[src/rtl/prog_sequencer.sv]
// prog_sequencer: selects which of NUM_PROGS concatenated programs runs.
// A launch is a falling edge of init after a 2-flop synchroniser and one
// delay flop. Each launch advances prog_state, pulses pc_reset for one
// cycle and raises running until the matching done.
//
// Optional feature macro: PROG_SEQ_WRAP_EN
//   defined   : a launch after program NUM_PROGS wraps back to program 1.
//   undefined : done for program NUM_PROGS parks the FSM in HALT, and
//               every later launch is ignored until reset.
//
// dbg_state_o exposes the FSM state: 0=IDLE, 1=RUN, 2=WAIT, 3=HALT.
//
// Handshake: init is a level from an asynchronous source. It is sampled
// only through the synchroniser, so it has no valid/ready pairing. done is
// a single-cycle strobe that is accepted only in RUN and never stalled.
// All outputs are registered.
module prog_sequencer #(
  parameter int NUM_PROGS = 3,
  parameter int STATE_W   = $clog2(NUM_PROGS + 1)
) (
  input  logic               CLK,
  input  logic               reset_n,
  input  logic               init,
  input  logic               done,
  output logic [STATE_W-1:0] prog_state,
  output logic               pc_reset,
  output logic               running,
  output logic               all_done,
  output logic               overrun,
  output logic [1:0]         dbg_state_o
);

  typedef enum logic [1:0] {
    ST_IDLE = 2'd0,
    ST_RUN  = 2'd1,
    ST_WAIT = 2'd2,
    ST_HALT = 2'd3
  } state_t;

  // The increment is compared one bit wider than prog_state, so it cannot
  // wrap silently when NUM_PROGS+1 is a power of two.
  localparam logic [STATE_W:0]   LAST_EXT = (STATE_W + 1)'(NUM_PROGS);
  localparam logic [STATE_W-1:0] LAST     = STATE_W'(NUM_PROGS);

  state_t             state_q;
  logic [STATE_W-1:0] prog_q;
  logic [STATE_W-1:0] prog_d;
  logic [STATE_W:0]   prog_inc;
  logic               pc_reset_q;
  logic               running_q;
  logic               all_done_q;
  logic               overrun_q;
  logic               sync1_q;
  logic               init_s_q;
  logic               init_d_q;
  logic               launch;

  // These flops reset high. A low init present at reset release therefore
  // appears as a single falling edge and produces exactly one launch.
  always_ff @(posedge CLK or negedge reset_n) begin
    if (!reset_n) begin
      sync1_q  <= 1'b1;
      init_s_q <= 1'b1;
      init_d_q <= 1'b1;
    end else begin
      sync1_q  <= init;
      init_s_q <= sync1_q;
      init_d_q <= init_s_q;
    end
  end

  assign launch = ~init_s_q & init_d_q;

  // Select the program number that the next launch loads.
  always_comb begin
    prog_inc = {1'b0, prog_q} + (STATE_W + 1)'(1);
    prog_d   = prog_inc[STATE_W-1:0];
    if (prog_inc > LAST_EXT) begin
`ifdef PROG_SEQ_WRAP_EN
      prog_d = STATE_W'(1);
`else
      prog_d = prog_q;
`endif
    end
  end

  // Sequencer FSM with registered status outputs. A launch wins over a done
  // that arrives in the same cycle.
  always_ff @(posedge CLK or negedge reset_n) begin
    if (!reset_n) begin
      state_q    <= ST_IDLE;
      prog_q     <= '0;
      pc_reset_q <= 1'b0;
      running_q  <= 1'b0;
      all_done_q <= 1'b0;
      overrun_q  <= 1'b0;
    end else begin
      pc_reset_q <= 1'b0;
      case (state_q)
        ST_IDLE, ST_RUN, ST_WAIT: begin
          if (launch) begin
            state_q    <= ST_RUN;
            prog_q     <= prog_d;
            pc_reset_q <= 1'b1;
            running_q  <= 1'b1;
            all_done_q <= 1'b0;
            if (state_q == ST_RUN) begin
              overrun_q <= 1'b1;
            end
          end else if ((state_q == ST_RUN) && done) begin
            running_q <= 1'b0;
            state_q   <= ST_WAIT;
            if (prog_q == LAST) begin
              all_done_q <= 1'b1;
`ifndef PROG_SEQ_WRAP_EN
              state_q    <= ST_HALT;
`endif
            end
          end
        end
        default: begin
          // HALT: launches and done pulses are ignored until reset.
        end
      endcase
    end
  end

  assign prog_state  = prog_q;
  assign pc_reset    = pc_reset_q;
  assign running     = running_q;
  assign all_done    = all_done_q;
  assign overrun     = overrun_q;
  assign dbg_state_o = state_q;

endmodule
[config.mk]
export PLATFORM = sky130hd
export DESIGN_NAME = prog_sequencer
export DESIGN_NICKNAME = d
export VERILOG_FILES = /design/src/rtl/prog_sequencer.sv
export SDC_FILE = /design/constraint.sdc
export NUM_CORES = 1
export LEC_CHECK = 0
export ABC_AREA = 1
export ABC_CLOCK_PERIOD_IN_PS = 1180
export BUFFER_PORTS_ARGS = -buffer_cell sky130_fd_sc_hd__buf_2
export CORE_AREA = 2 2 39 41
export DETAILED_ROUTE_END_ITERATION = 6
export DIE_AREA = 0 0 41 43
export GPL_ROUTABILITY_DRIVEN = 0
export GPL_TIMING_DRIVEN = 0
export SLEW_MARGIN = 25
export SYNTH_ARGS = -nofsm -noshare
export SYNTH_HDL_FRONTEND = slang
export SYNTH_SLANG_ARGS = --single-unit
[constraint.sdc]
create_clock -name CLK -period 1.18 [get_ports CLK]
set_input_delay 0.236 -clock CLK [delete_from_list [all_inputs] [get_ports CLK]]
set_output_delay 0.236 -clock CLK [all_outputs]
set_load 0.03 [all_outputs]
==> results of run 1 <==
## routing by layer
layer	part of all wire, %	up-vias
li1	-	178
met1	46	149
met2	48	8
met3	5.9	0
met4	0	0
met5	0	-
## worst paths after layout
kind                                from              to  cells past startpoint
setup / recovery           prog_state[0]   prog_state[0]                      1
hold / removal                      init         sync1_q                      1
setup reg to reg                init_s_q   prog_state[0]                      7
hold reg to reg                  sync1_q        init_s_q                      0
max in group asynchronous        reset_n        init_d_q                      2
min in group asynchronous        reset_n  dbg_state_o[1]                      2
## flip-flops by register name, indices dropped and copies added (netlist names)
register	cells
prog_state	2
running	1
init_d_q	1
dbg_state_o	2
pc_reset	1
all_done	1
sync1_q	1
overrun	1
init_s_q	1
## where the power goes
group | switching, mW | internal [mW] | total [mW]
registers | 0.0736 | 0.503 | 0.576
clock network | 0.131 | 0.125 | 0.257
logic | 0.471 | 0.271 | 0.742
total | 0.676 | 0.900 | 1.58
## timing repair
action | 4_1_cts | 5_1_grt
gates resized for setup | 0 | 3
buffers inserted | 0 | 3
hold endpoints to repair | 8 | 0
hold buffers | 1 | 0
endpoints found under the setup margin | 0 | 3
## kinds of logic after synthesis
logic type / share of synthesized area (%)
adders and majority gates: 5.54
DFF: 61.8
buffers and inverters: 7.48
AOI/OAI and AO/OA: 6.09
and+or+nand+nor: 19.1
## Yosys cell counts (all sizes together)
master / instances / area [sq um]
nand2: 14 / 60.1
inv: 9 / 33.8
dfrtp: 8 / 200
dfstp: 3 / 78.8
a21oi: 2 / 10.0
ha: 2 / 25.0
nand3: 2 / 10.0
nor2: 2 / 10.0
o21ai: 2 / 10.0
nand4: 1 / 6.26
o31ai: 1 / 7.51
## metrics by stage
stage          setup WS (ns)  cell area [sq um]
2_1_floorplan         0.0285                452
3_3_place_gp           0.142                527
3_5_place_dp           0.135                527
4_1_cts               0.0222                564
5_1_grt               0.0147                594
6_report              0.0734                594
## cell type report
class	count	area share, %
Clock buffer	3	3.79
Clock inverter	1	0.842
Inverter	9	5.68
Multi-Input combinational cell	26	23.4
Sequential cell	11	46.9
Tap cell	16	3.37
Timing Repair Buffer	15	16.0
==> impl_metrics.toml, run 1 <==
[run_status]
status = "finished clean"

[sta]
period_needed_ns = 1.11
skew_ns = 0.00442
tightest_slew_ns = 0.251
setup_viol_count_final = 0
fin_crit_sh_pct = 93.8
fmax_ghz = 0.904
hold_viol = 0
maxSlewViolCount = 0
rsz0062_at_grt = "false"
tns_ns = 0
holdWs_ns = 0.0577
max_slew_margin_pct = 83.3

[setup_path]
start_kind = "flop"
critical_path.cell_chain = "clkbuf_4"
cp-end-kind = "primary output"
path_max_fanout = 4
cpPeakStageDelay_ns = 0.41
rrSetupSlack_ns = 0.12
required_ns = 0.94
critPathTopFamily = "flip-flops"
worstPathArrival_ns = 0.87
crit_slowest_cell = "dfrtp_1"
cp_num_buf_inv = 1
crit_type = "flop to primary output"

[final_layout]
final_util_pct = 42.9
mostFrequentLayoutCell = "nand2_1"
antenna_cells = 0
seq_area_sq_um = 279
area_growth_pct = 31.6
final_cells = 81
drive_above_1_share_pct = 40.0
most-common-layout-cells = "11 x nand2_1, 8 x inv_1, 8 x dfrtp_1, 8 x buf_2, 6 x clkbuf_4"
multi_input_area_sq_um = 139
nets = 72
fill_cells = 126

[global_routing]
grt_overflow_total = 0
grt_pass1_vias = 309
busiest_layer = "met2"
antenna_found_initial = 0
grt_usage_pct = 10.5
globalRouteMet2Util_pct = 15.3
use_met1_pct = 12.0
grt_pass1_wl_um = 1200
gr-usage-met3_pct = 3.14
grt_max_degree = 12

[clocking]
tritoncts = "done"
clockBufferDepth = 2
root_buffer = "clkbuf_4"
ctsHtreeMaxLevel = 1
clkLatencyLatePin_ns = 0.27
clock_sinks = 11
clk_pin_slew_ns = 0.08
cts_buffers = 3

[synthesis]
ys_seq_elements = 11
netlist_instances = 46
syn_area_per_cell_sq_um = 9.82
ys.warnings.count = 0
yosysUniqueCellTypes = 14
ys_seq_area_share_pct = 61.8
netlist_area_sq_um = 452
synthesis.nets = 52

[placed_design]
portBuffers = 11
hpwl_um = 532
dp.cells = 73

[routing]
wirelength_um = 725
routed_via_density = 4.14
wl_per_cell_um = 8.95
drc = 0
drt_iter0_drc = 4
ant_nets = 0
dr.pass1.iters = 3
vias = 335

[power_and_ir_drop]
p_total_mw = 1.58
power.density_mw_per_mm2 = 2650
p_leak_nw = 0.340
peakVddDrop_uv = 900

[floorplan]
core_area_sq_mm = 0.00138
die_width_um = 41
fp-row-count = 14
die_height_um = 43
start_util_pct = 32.6
dieArea_sq_mm = 0.00176
ios = 12

[worst_hold_path]
hold_path_class = "primary input to flop"

[run]
drv_cap = 0
No activity file was read; power rests on OpenSTA's default activity.
==> inputs of run 2 (changes only) <==
--- a/config.mk
+++ b/config.mk
@@ -13,6 +13,7 @@
 export DIE_AREA = 0 0 41 43
 export GPL_ROUTABILITY_DRIVEN = 0
 export GPL_TIMING_DRIVEN = 0
+export PLACE_DENSITY = 0.55
 export SLEW_MARGIN = 25
 export SYNTH_ARGS = -nofsm -noshare
 export SYNTH_HDL_FRONTEND = slang
==> impl_metrics.toml, run 2 (same netlist as run 1, synthesis figures left out) <==
[clocking]
tritoncts = "done"
ctsHtreeMaxLevel = 1
clockBufferDepth = 2
clock_sinks = 11
clk_pin_slew_ns = 0.07
root_buffer = "clkbuf_4"
clkLatencyLatePin_ns = 0.26
cts_buffers = 3

[setup_path]
worstReg2RegEnd = "prog_state[0]"
rrSetupSlack_ns = 0.13
cpPeakStageDelay_ns = 0.44
start_kind = "flop"
crit_type = "flop to primary output"
critPathTopFamily = "flip-flops"
path_max_fanout = 5
critPathLaunch = "dbg_state_o[0]"
r2r-start = "init_s_q"
required_ns = 0.94
cp-end-kind = "primary output"
worstPathArrival_ns = 0.89
cp_num_buf_inv = 1
crit_slowest_cell = "dfrtp_2"
critical_path.cell_chain = "clkbuf_4"
r2r_cells = 7

[floorplan]
dieArea_sq_mm = 0.00176
core_area_sq_mm = 0.00138
die_width_um = 41
ios = 12
start_util_pct = 32.6
fp-row-count = 14
die_height_um = 43

[final_layout]
fill_cells = 149
drive_above_1_share_pct = 37.1
seq_area_sq_um = 280
multi_input_area_sq_um = 139
most-common-layout-cells = "11 x nand2_1, 9 x buf_2, 8 x inv_1"
area_growth_pct = 26.0
antenna_cells = 0
nets = 69
mostFrequentLayoutCell = "nand2_1"

[power_and_ir_drop]
swShare_pct = 43.5
peakVddDrop_uv = 726
pwr-share-comb_pct = 42.2
power.density_mw_per_mm2 = 2610
internal_power_mw = 0.840
clockPowerShare_pct = 16.6
p_total_mw = 1.49
p_seq_share_pct = 41.2
p_leak_nw = 0.321
p_switching_mw = 0.646

[sta]
hold_viol = 0
period_needed_ns = 1.12
rsz0062_at_grt = "false"
fin_crit_sh_pct = 95.1
fmax_ghz = 0.891
skew_ns = 0.00397
max_slew_margin_pct = 84.4
maxSlewViolCount = 0
tns_ns = 0
tightest_slew_ns = 0.234
setup_viol_count_final = 0

[global_routing]
grt_pass1_vias = 313
grt_overflow_total = 0
antenna_found_initial = 0
grt_usage_pct = 10.9
busiest_layer = "met2"
grt_pass1_wl_um = 1210
use_met1_pct = 11.0
grt_max_degree = 12
gr-usage-met3_pct = 9.42
globalRouteMet2Util_pct = 15.6

[routing]
dr.pass1.iters = 2
routed_via_density = 4.45
ant_nets = 0
drt_iter0_drc = 2
wl_per_cell_um = 8.58
drc = 0
wirelength_um = 669
vias = 347

[worst_hold_path]
min_from = "init"
hold_path_end = "sync1_q"
hold_path_class = "primary input to flop"
min_path_cells = 1

[run_status]
status = "finished clean"

[placed_design]
hpwl_um = 535
portBuffers = 11

[run]
drv_cap = 0
==> run 2: cell types whose count changed in the layout (fill, tap and decap cells not counted) <==
cell | before | now
dfrtp_2 | 0 | 1
clkbuf_4 | 6 | 4
buf_4 | 3 | 1
clkinv_2 | 1 | 0
buf_2 | 8 | 9
dfrtp_1 | 8 | 7
clkbuf_1 | 0 | 1
==> run 2: final cells by class <==
class	count	share of cell area, %
flip-flops and latches	11	49.2
multi-input cells	26	24.4
repair buffers	12	12.3
inverters	9	5.93
clock buffers	4	4.62
well taps	16	3.52
==> run 2: how the worst max path moves through the flow <==
stage	endpoint	slack (ns)	cells past startpoint
floorplan	prog_state[0]	0.03	5
global placement	running	0.14	3
detailed placement	prog_state[0]	0.13	7
CTS	dbg_state_o[0]	0.03	1
global route	dbg_state_o[0]	0.006	1
finish	dbg_state_o[0]	0.06	1
==> run 2: worst reg2reg max path: cells and delay by family, from the launching register on <==
| family | cells | cell delay [ns] |
|---|---|---|
| buffers and inverters | 2 | 0.09 |
| flip-flops | 1 | 0.53 |
| AND/OR/NAND/NOR | 5 | 0.34 |
==> run 2: power groups by stage <==
stage                     clock network, mW  logic [mW]  registers, mW
after global placement                    0       0.612          0.613
after detailed placement                  0       0.614          0.618
after CTS                             0.260       0.619          0.611
after floorplan                           0       0.211          0.843
after global routing                  0.282       0.706          0.638
final                                 0.246       0.628          0.612
==> run 2: what timing repair did <==
action / 4_1_cts / 5_1_grt
hold buffers: 1 / 0
setup buffers: 0 / 0
hold endpoints to repair: 8 / 0
resized for setup: 0 / 4
setup endpoints to repair: 0 / 2
==> run 2: per-layer routing <==
layer | vias up | part of all wire [%]
li1 | 175 | -
met1 | 160 | 43
met2 | 12 | 47
met3 | 0 | 9.7
met4 | 0 | 0
met5 | - | 0
==> run 2: stage by stage <==
step | hold WS, ns | instances | util, % | setup slack (ns) | cell area (sq um)
finish | 0.0706 | 78 | 41.1 | 0.0574 | 569
global route | 0.0470 | 78 | 41.1 | 0.00586 | 569
CTS | 0.0564 | 78 | 40.7 | 0.0279 | 563
detailed placement | 0.113 | 73 | 38.1 | 0.127 | 527
global placement | 0.113 | 73 | 38.1 | 0.141 | 527
floorplan | -0.0596 | 46 | - | 0.0285 | 452
